$ cat src/rtl/systolic_pkg.sv
// Shared types and elaboration checks for the systolic array processing elements.
// Other rtl files import this with import systolic_pkg::*.
`ifndef SYSTOLIC_PKG_SV
`define SYSTOLIC_PKG_SV

package systolic_pkg;

    typedef enum logic [0:0] {
        IDLE = 1'b0,
        RUN  = 1'b1
    } state_t;

    // A 1-deep window still needs a 1-bit counter to exist.
    function automatic int cnt_width(input int depth);
        return (depth > 1) ? $clog2(depth) : 1;
    endfunction

endpackage

// The full product of two WORD_WIDTH operands must fit in the accumulator.
`define SYSTOLIC_ACC_WIDTH_CHECK(ACC_W, WORD_W) \
    if ((ACC_W) < 2 * (WORD_W)) begin : g_acc_width_check \
        $error("systolic: ACC_WIDTH must be >= 2*WORD_WIDTH"); \
    end

`endif

$ cat src/rtl/systolic_pe_if.sv
// Bus between a processing element and its neighbours / controller.
// act_valid_in qualifies act_in for one cycle; no backpressure exists, the PE
// always accepts, and acc_valid is a one-cycle pulse qualifying acc_out/acc_ovf.
interface systolic_pe_if #(
    parameter int WORD_WIDTH = 8,
    parameter int ACC_WIDTH  = 16
);
    logic                  w_load;
    logic [WORD_WIDTH-1:0] w_in;
    logic                  flush;
    logic [WORD_WIDTH-1:0] act_in;
    logic                  act_valid_in;
    logic [WORD_WIDTH-1:0] act_out;
    logic                  act_valid_out;
    logic [ACC_WIDTH-1:0]  acc_out;
    logic                  acc_valid;
    logic                  acc_ovf;
    logic                  busy;
    systolic_pkg::state_t  state;

    modport master (
        output w_load, w_in, flush, act_in, act_valid_in,
        input  act_out, act_valid_out, acc_out, acc_valid, acc_ovf, busy, state
    );

    modport slave (
        input  w_load, w_in, flush, act_in, act_valid_in,
        output act_out, act_valid_out, acc_out, acc_valid, acc_ovf, busy, state
    );
endinterface

$ cat src/rtl/systolic_pe_adder.sv
// Ripple-carry adder used by the accumulation path; cout is the carry out of the MSB.
module Adder #(
    parameter int WORD_WIDTH = 16
) (
    input  logic [WORD_WIDTH-1:0] a,
    input  logic [WORD_WIDTH-1:0] b,
    input  logic                  cin,
    output logic [WORD_WIDTH-1:0] sum,
    output logic                  cout
);

    always_comb begin
        logic c;
        c    = cin;
        sum  = '0;
        for (int i = 0; i < WORD_WIDTH; i++) begin
            sum[i] = a[i] ^ b[i] ^ c;
            c      = (a[i] & b[i]) | (c & (a[i] ^ b[i]));
        end
        cout = c;
    end

endmodule

$ cat src/rtl/systolic_pe.sv
// Weight-stationary PE: forwards activations east and accumulates act*weight
// over windows of ACC_DEPTH valid activations, pulsing acc_valid per window.
module systolic_pe
    import systolic_pkg::*;
#(
    parameter int WORD_WIDTH = 8,
    parameter int ACC_WIDTH  = 16,
    parameter int ACC_DEPTH  = 4
) (
    input logic         clk,
    input logic         reset,
    systolic_pe_if.slave pe
);

    localparam int CNT_W = cnt_width(ACC_DEPTH);

    `SYSTOLIC_ACC_WIDTH_CHECK(ACC_WIDTH, WORD_WIDTH)

    if (ACC_DEPTH < 1) begin : g_depth_check
        $error("systolic_pe: ACC_DEPTH must be >= 1");
    end

    state_t                  state;
    logic [WORD_WIDTH-1:0]   weight;
    logic [ACC_WIDTH-1:0]    acc;
    logic [CNT_W-1:0]        count;
    logic                    ovf;

    logic [WORD_WIDTH-1:0]   act_q;
    logic                    act_valid_q;
    logic [ACC_WIDTH-1:0]    acc_out_q;
    logic                    acc_valid_q;
    logic                    acc_ovf_q;

    logic [2*WORD_WIDTH-1:0] prod;
    logic [ACC_WIDTH-1:0]    prod_ext;
    logic [ACC_WIDTH-1:0]    sum;
    logic                    cout;
    logic                    ovf_s;
    logic                    last;

    // Operands are widened first so the product keeps all 2*WORD_WIDTH bits.
    assign prod     = {{WORD_WIDTH{1'b0}}, pe.act_in} * {{WORD_WIDTH{1'b0}}, weight};
    assign prod_ext = ACC_WIDTH'(prod);
    assign ovf_s    = ovf | cout;
    assign last     = (count == CNT_W'(ACC_DEPTH - 1));

    Adder #(
        .WORD_WIDTH(ACC_WIDTH)
    ) u_adder (
        .a    (acc),
        .b    (prod_ext),
        .cin  (1'b0),
        .sum  (sum),
        .cout (cout)
    );

    // East forwarding is independent of the window FSM.
    always_ff @(posedge clk or posedge reset) begin
        if (reset) begin
            act_q       <= '0;
            act_valid_q <= 1'b0;
        end else begin
            act_q       <= pe.act_in;
            act_valid_q <= pe.act_valid_in;
        end
    end

    always_ff @(posedge clk or posedge reset) begin
        if (reset) begin
            state       <= IDLE;
            weight      <= '0;
            acc         <= '0;
            count       <= '0;
            ovf         <= 1'b0;
            acc_out_q   <= '0;
            acc_valid_q <= 1'b0;
            acc_ovf_q   <= 1'b0;
        end else begin
            acc_valid_q <= 1'b0;
            case (state)
                IDLE: begin
                    if (pe.w_load) begin
                        state  <= RUN;
                        weight <= pe.w_in;
                        acc    <= '0;
                        count  <= '0;
                        ovf    <= 1'b0;
                    end
                end
                RUN: begin
                    if (pe.flush) begin
                        state <= IDLE;
                        acc   <= '0;
                        count <= '0;
                        ovf   <= 1'b0;
                    end else if (pe.w_load) begin
                        // Partial window is dropped; a same-cycle activation is not accumulated.
                        weight <= pe.w_in;
                        acc    <= '0;
                        count  <= '0;
                        ovf    <= 1'b0;
                    end else if (pe.act_valid_in) begin
                        if (last) begin
                            acc_out_q   <= sum;
                            acc_ovf_q   <= ovf_s;
                            acc_valid_q <= 1'b1;
                            acc         <= '0;
                            count       <= '0;
                            ovf         <= 1'b0;
                        end else begin
                            acc   <= sum;
                            ovf   <= ovf_s;
                            count <= count + CNT_W'(1);
                        end
                    end
                end
                default: state <= IDLE;
            endcase
        end
    end

    assign pe.act_out       = act_q;
    assign pe.act_valid_out = act_valid_q;
    assign pe.acc_out       = acc_out_q;
    assign pe.acc_valid     = acc_valid_q;
    assign pe.acc_ovf       = acc_ovf_q;
    assign pe.busy          = (state == RUN);
    assign pe.state         = state;

endmodule

$ cat src/flat_wrapper.sv
// flat-port wrapper written by rule: the top's interface ports become plain ports
module systolic_pe_flat import systolic_pkg::*;
#(
    parameter int WORD_WIDTH = 8,
    parameter int ACC_WIDTH  = 16,
    parameter int ACC_DEPTH  = 4
)
  (clk, reset, pe_w_load, pe_w_in, pe_flush, pe_act_in, pe_act_valid_in, pe_act_out, pe_act_valid_out, pe_acc_out, pe_acc_valid, pe_acc_ovf, pe_busy, pe_state);
  systolic_pe_if #(.WORD_WIDTH(WORD_WIDTH), .ACC_WIDTH(ACC_WIDTH)) pe_i ();
  input logic clk;
  input logic reset;
  input wire logic [$bits(pe_i.w_load)-1:0] pe_w_load;
  input wire logic [$bits(pe_i.w_in)-1:0] pe_w_in;
  input wire logic [$bits(pe_i.flush)-1:0] pe_flush;
  input wire logic [$bits(pe_i.act_in)-1:0] pe_act_in;
  input wire logic [$bits(pe_i.act_valid_in)-1:0] pe_act_valid_in;
  output wire logic [$bits(pe_i.act_out)-1:0] pe_act_out;
  output wire logic [$bits(pe_i.act_valid_out)-1:0] pe_act_valid_out;
  output wire logic [$bits(pe_i.acc_out)-1:0] pe_acc_out;
  output wire logic [$bits(pe_i.acc_valid)-1:0] pe_acc_valid;
  output wire logic [$bits(pe_i.acc_ovf)-1:0] pe_acc_ovf;
  output wire logic [$bits(pe_i.busy)-1:0] pe_busy;
  output wire logic [$bits(pe_i.state)-1:0] pe_state;
  assign pe_i.w_load = pe_w_load;
  assign pe_i.w_in = pe_w_in;
  assign pe_i.flush = pe_flush;
  assign pe_i.act_in = pe_act_in;
  assign pe_i.act_valid_in = pe_act_valid_in;
  assign pe_act_out = pe_i.act_out;
  assign pe_act_valid_out = pe_i.act_valid_out;
  assign pe_acc_out = pe_i.acc_out;
  assign pe_acc_valid = pe_i.acc_valid;
  assign pe_acc_ovf = pe_i.acc_ovf;
  assign pe_busy = pe_i.busy;
  assign pe_state = pe_i.state;
  systolic_pe #(.WORD_WIDTH(WORD_WIDTH), .ACC_WIDTH(ACC_WIDTH), .ACC_DEPTH(ACC_DEPTH)) u_core (.clk(clk), .reset(reset), .pe(pe_i));
endmodule
$ cat config.mk
export PLATFORM = sky130hd
export DESIGN_NAME = systolic_pe_flat
export DESIGN_NICKNAME = d
export VERILOG_FILES = /design/src/rtl/systolic_pkg.sv /design/src/rtl/systolic_pe_if.sv /design/src/rtl/systolic_pe_adder.sv /design/src/rtl/systolic_pe.sv /design/src/flat_wrapper.sv
export SDC_FILE = /design/constraint.sdc
export NUM_CORES = 1
export LEC_CHECK = 0
export CORE_MARGIN = 5
export CORE_UTILIZATION = 30
export CTS_CLUSTER_DIAMETER = 120
export DETAILED_ROUTE_END_ITERATION = 8
export SETUP_SLACK_MARGIN = 0.02
export SYNTH_ARGS = -nofsm -noshare
export SYNTH_HDL_FRONTEND = slang
export SYNTH_SLANG_ARGS = --single-unit
$ cat constraint.sdc
create_clock -name clk -period 9 [get_ports clk]
set_input_delay 2.25 -clock clk [delete_from_list [all_inputs] [get_ports clk]]
set_output_delay 2.25 -clock clk [all_outputs]
set_load 0.01 [all_outputs]
# Yosys cells after proc, flatten, opt, wreduce, memory -nomap -nowiden
# Cells that the tools add are included.
[totals] regBits=55 latchBits=0 mem_bits_rw=0 romBits=0 input_bits=21 out_inout_bits=29 wordCells=128 memories=0
[classes] addsub=1 multipliers=1 n_div=0 order_cmp=0 eq_ne=4 shift=0 muxes=29 bitwise=81 reduce_logical=2
[ops] cell="16-bit 2-to-1 mux" count=5
[ops] cell="16-bit case mux with 2 select lines" count=1
[ops] cell="1-bit AND" count=31
[ops] cell="1-bit XOR" count=31
[ops] cell="8-bit by 8-bit multiplier with 16-bit output" count=1
[ops] cell="8-bit 2-to-1 mux" count=2
[ops] cell="1-bit bitwise OR" count=16
[ops] cell="8-bit case mux with 2 select lines" count=1
[ops] cell="1-bit 2-to-1 mux" count=12
[ops] cell="2-bit 2-to-1 mux" count=5
[ops] cell="5-bit AND reduction" count=1
[ops] cell="2-bit != test (second input constant)" count=2
[ops] cell="4-bit != test (second input constant)" count=1
[ops] cell="1-bit case mux with 2 select lines" count=2
[ops] cell="2-bit case mux with 2 select lines" count=1
[ops] cell="1-bit NOT" count=3
[ops] cell="2-bit by 1-bit adder with 2-bit output (second input constant)" count=1
[ops] cell="2-bit == test (second input constant)" count=1
[ops] cell="2-bit AND reduction" count=1

# Depth between registers and ports, before layout
[depth] word_depth=38 ltp_mapped=27 ltp_nobuf=26

# Modules after synthesis
# Synthesis repeated with hierarchy kept, for this count alone.
[unflattened] hier_cells=408 area_unflattened_um2=4458.0
[modules_own_cells] mod="systolic_pe" n_inst=1 cells_each=382 area_per_inst_um2=4100.2 seq_area_each_um2=1376.3
[modules_own_cells] mod="Adder" n_inst=1 cells_each=26 area_per_inst_um2=357.8 seq_area_each_um2=0.0

# Least setup slack after synthesis
# No wires, ideal clock.
[synth_timing] path_kind="input to register" from="input pe_act_in[0]" to="register u_core.acc_out_q[15], in the netlist u_core.pe.acc_out[15]" t_arrival_ns=9.406 slack_ns=-0.531 stages=23 path_buffers=0 cell_sequence="and2_1 ha_1 fa_1 ha_1 inv_1 fa_1 inv_1 fa_1 fa_1 fa_1 fa_1 fa_1 fa_1 fa_1 fa_1 fa_1 fa_1 inv_1 fa_1 fa_1 inv_1 fa_1 mux2_2"
[synth_between] elab_chain_cells=31
[synth_rtl] item="start: declaration" line="flat_wrapper.sv:15" rtl="input wire logic [$bits(pe_i.act_in)-1:0] pe_act_in;"
[synth_rtl] item="8-bit by 8-bit multiplier with 16-bit output (*)" line="systolic_pe.sv:43" rtl="assign prod = {{WORD_WIDTH{1'b0}}, pe.act_in} * {{WORD_WIDTH{1'b0}}, weight};"
[synth_rtl] item="1-bit AND or 1-bit XOR (tied branches)" line="systolic_pe_adder.sv:18" rtl="c = (a[i] & b[i]) | (c & (a[i] ^ b[i]));"
[synth_rtl] item="1-bit AND" line="systolic_pe_adder.sv:18"
[synth_rtl] item="1-bit bitwise OR" line="systolic_pe_adder.sv:18"
[synth_rtl] item="1-bit AND" line="systolic_pe_adder.sv:18"
[synth_rtl] item="1-bit bitwise OR" line="systolic_pe_adder.sv:18"
[synth_rtl] item="1-bit AND" line="systolic_pe_adder.sv:18"
[synth_rtl] item="1-bit bitwise OR" line="systolic_pe_adder.sv:18"
[synth_rtl] item="[... 16 more ...]"
[synth_rtl] item="1-bit AND" line="systolic_pe_adder.sv:18"
[synth_rtl] item="1-bit bitwise OR" line="systolic_pe_adder.sv:18"
[synth_rtl] item="1-bit AND" line="systolic_pe_adder.sv:18"
[synth_rtl] item="1-bit bitwise OR" line="systolic_pe_adder.sv:18"
[synth_rtl] item="1-bit AND" line="systolic_pe_adder.sv:18"
[synth_rtl] item="1-bit bitwise OR" line="systolic_pe_adder.sv:18"
[synth_rtl] item="1-bit XOR (*)" line="systolic_pe_adder.sv:17" rtl="sum[i] = a[i] ^ b[i] ^ c;"
[synth_rtl] item="named net u_core.sum[15]" line="systolic_pe.sv:37" rtl="logic [ACC_WIDTH-1:0] sum;"
[synth_rtl] item="end signal: assignment" line="systolic_pe.sv:105" rtl="acc_out_q <= sum;"
[synth_rtl] item="end: declaration" line="systolic_pe.sv:31" rtl="logic [ACC_WIDTH-1:0] acc_out_q;"
# The timed path passes the listed nets; every way through them passes the cells marked *.
# A chain may end at the register's enable or synchronous reset.

# Final worst setup path
# Same ends and word-level chain as after synthesis.

==> flow_summary.toml <==
[run_status]
outcome = "finished, final reports clean"

[finish]
diodes = 0
final.fill_count = 1401
multi_input_area_um2 = 2930
regArea_um2 = 1380
fin_util_pct = 38.4
fin_cells = 670
syn_to_final_growth_pct = 24.7
nets = 595
drive_above_1_share_pct = 19.8

[power_and_ir_drop]
comb_power_share_pct = 73.3
seq_power_share_pct = 15.9
power_leakage_nw = 2.72
swShare_pct = 46.1
power.internal_mw = 1.06
ir_drop_mv = 0.192
pwr-share-clk_pct = 10.8
p_sw_mw = 0.908
powerDensity_nw_per_um2 = 352

[drt]
wl_um = 9880
avgViaCountPerCell = 4.69
wl_per_cell_um = 14.7
final_antenna_net_count = 0
vias = 3145
drc = 0
drt_iter0_drc = 155
drtPass1Iterations = 4

[global_routing]
antenna_found_initial = 0
gr-total-overflow = 0
grt_usage_pct = 12.0
grt_max_degree = 56
first_global_vias = 3450
grt_pass1_wl_um = 17400

[min_path]
hold_depth = 2
hold_path.class = "reg2reg"
min_to = "u_core.pe.acc_out[14]"
hold_start = "u_core.pe.acc_out[14]"

[synth]
postSynthNetCount = 523
syn_inst = 413
synth-seq-area-share_pct = 30.7
synth_async_sr_flop_share_pct = 100
yosysTopAreaCellShare_pct = 30.7
syn_area_um2 = 4490
ys_seq_elements = 55
synth_warnings = 0
synth_ff_type = "dfrtp_1"
synth_edf_count = 0
synth_cell_types = 40
yosysTopAreaCell = "dfrtp_1"
synth_area_leaders = "dfrtp_1 (31%), fa_1 (23%), ha_1 (11%), inv_1 (5.4%), and2_1 (5.0%)"
avgSynthCellArea_um2 = 10.9

[sta]
finalWorstSetupSlack_ns = 0.271
finalCritPeriodShare_pct = 97.0
finClkSkew_ns = 0.0103
finalCriticalPeriod_ns = 8.73
max_slew_margin_pct = 13.8
worstMarginPinSlew_ns = 1.29
rsz0062_at_grt = "no"
final_hold_viol_count = 0
max_freq_ghz = 0.115
final_max_slew_viol_count = 0
setup_viol = 0

[critical_path]
path_delay_family = "adder cells"
rr_endpoint = "u_core.pe.acc_out[15]"
reg2reg_slack_ns = 1.77
slowest_stage = "fa_1"
max_stage_delay_ns = 0.49
critPathMaxFanout = 4
crit_chain = "buf_2 > and2_4 > ha_4 > fa_1 > ha_1 > inv_2 > fa_1 > inv_2 > fa_1 > fa_2 > fa_2 > fa_2 > fa_2 > fa_2 > fa_2 > fa_2 > fa_2 > fa_2 > inv_2 > fa_2 > fa_2 > inv_2 > fa_1 > mux2_4"
cp-start-kind = "input port"
critPathMostFrequentCell = "fa_2"
required_ns = 9.19
worst-r2r-cell-count = 23
cp_num_buf_inv = 5
cp.arrival_ns = 8.92
r2r_start = "u_core.weight[2]"
setup.worst_path.end_class = "flip-flop"
worstSetupPathType = "in2reg"
cp.depth = 24

[placed_design]
dp_hpwl_um = 7830
place.gp.congestion = 0.816
portBuffers = 49
place_ws_ns = -0.731
dp_cells = 662

[cts]
post_cts_buffers = 0
cts_tree = "built"
holdBufCountCts = 0
cts_made_buffers = 5
cts_buffer_depth = 2
path_clk_slew_ns = 0.08
clockRootBuffer = "clkbuf_16"
clock_latency_ns = 0.30
cts_sinks = 55
h-tree-depth = 2

[flow_run]
max_cap_violations = 0

[floorplan]
fp.dieW_um = 132
rows = 44
coreArea_um2 = 14600
die-area_um2 = 17500
io_pins = 50
initial_core_util_pct = 30.8
chipHeight_um = 132
-- cells in the final DEF (no fill, tap or decap), types with 2 or more instances in the layout --
master	instances
a211o_1	2
a21o_1	2
a21oi_1	8
a22o_1	14
a311oi_1	2
a31oi_1	2
and2_1	30
and2_4	6
buf_4	27
clkbuf_16	5
clkbuf_2	2
clkdlybuf4s50_1	42
dfrtp_1	55
dlymetal6s2s_1	2
fa_1	37
fa_2	14
ha_1	33
ha_4	4
inv_1	59
inv_2	5
mux2_2	8
mux2_4	14
nand2_1	44
nand3_1	5
nand4_1	4
nor2_1	7
nor2b_1	4
nor3_1	4
nor3b_1	2
o211ai_1	3
o21ai_0	11
or3_1	3
xnor2_1	5
xor2_1	3
-- worst max path at each step --
stage / from / to / slack [ns]
3_5_place_dp: pe_act_in[1] / u_core.pe.acc_out[15] / -0.73
2_1_floorplan: pe_act_in[0] / u_core.pe.acc_out[15] / 0.03
3_3_place_gp: pe_act_in[1] / u_core.pe.acc_out[15] / -0.63
6_report: pe_act_in[0] / u_core.pe.acc_out[15] / 0.27
4_1_cts: pe_act_in[1] / u_core.pe.acc_out[15] / 0.02
5_1_grt: pe_act_in[0] / u_core.pe.acc_out[15] / 0.04
-- flip-flops by register name, summed over array words and instances, names as in the netlist --
signal and flops:
u_core.acc 16, u_core.count 2, u_core.ovf 1, u_core.pe.acc_out 16, u_core.pe.acc_ovf 1, u_core.pe.acc_valid 1, u_core.pe.act_out 8, u_core.pe.act_valid_out 1
u_core.pe.busy 1, u_core.weight 8
-- repair_timing --
item / in CTS / in global routing
endpoints found under the hold margin: 0 / 0
setup endpoints to repair: 6 / 4
resized for setup: 10 / 36
pin swaps: 11 / 25
-- layout make-up --
| type | instances | share of cell area, % |
|---|---|---|
| multi-input cells | 285 | 52.4 |
| flip-flops and latches | 55 | 24.6 |
| repair buffers | 74 | 11.9 |
| inverters | 64 | 4.29 |
| well taps | 184 | 4.11 |
| clock buffers | 5 | 2.24 |
| clock inverters | 3 | 0.492 |
-- cell families (layout without fill, tap and decap cells) --
logic type                 Yosys count  after routing  synth area share [%]
AOI/OAI and AO/OA                   49             49                  7.69
muxes                               22             22                  6.61
adders and majority gates           89             89                  33.3
buffers and inverters               73            146                  6.58
and+or+nand+nor                    116            116                  13.4
DFF                                 55             55                  30.7
xor gates and xnor gates             9              9                  1.76
-- Yosys cell counts (all sizes together) (2+ instances only) --
cell type	count
inv	64
dfrtp	55
fa	51
nand2	44
ha	38
and2	36
mux2	22
a22o	14
o21ai	11
a21oi	8
nor2	8
xnor2	6
buf	5
nand3	5
nor3	5
clkbuf	4
nand4	4
nor2b	4
o211ai	3
or3	3
xor2	3
a211o	2
a21o	2
a311oi	2
a31oi	2
nor3b	2
-- layer usage --
| metal | global-route usage, % | vias to the layer above | routed length [um] |
|---|---|---|---|
| met5 | 0 | - | 0 |
| met4 | 2.32 | 0 | 87 |
| met3 | 2.29 | 6 | 395 |
| met2 | 20.9 | 57 | 5100 |
| met1 | 15.7 | 1594 | 4290 |
| li1 | - | 1488 | - |
-- power groups by stage --
stage                     combinational, mW  sequential [mW]  clock (mW)
after floorplan                        1.00            0.304           0
after global placement                 1.40            0.316           0
after detailed placement               1.42            0.317           0
after CTS                              1.43            0.313       0.219
after global routing                   1.68            0.318       0.227
final                                  1.44            0.313       0.212
-- worst register-to-register path, cell delays in order, from the launching register on --
cell,delay (ns)
dfrtp_1,0.51
and2_4,0.23
ha_4,0.15
fa_1,0.44
ha_1,0.30
inv_2,0.04
fa_1,0.49
inv_2,0.05
fa_1,0.46
fa_2,0.35
fa_2,0.34
fa_2,0.35
fa_2,0.37
fa_2,0.37
fa_2,0.37
fa_2,0.37
fa_2,0.37
fa_2,0.35
inv_2,0.07
fa_2,0.19
fa_2,0.19
inv_2,0.04
fa_1,0.46
mux2_4,0.28
-- stage by stage --
| stage | TNS, ns | total power, mW | hold WS [ns] | cell area, um^2 |
|---|---|---|---|---|
| 2_1_floorplan | 0 | 1.30 | 0.450 | 4520 |
| 3_3_place_gp | -2.86 | 1.71 | 0.468 | 5380 |
| 3_5_place_dp | -3.57 | 1.74 | 0.470 | 5380 |
| 4_1_cts | 0 | 1.96 | 0.489 | 5530 |
| 5_1_grt | 0 | 2.22 | 0.532 | 5600 |
| 6_report | 0 | 1.97 | 0.486 | 5600 |
Note: power is estimated with default switching activity, not from simulation.
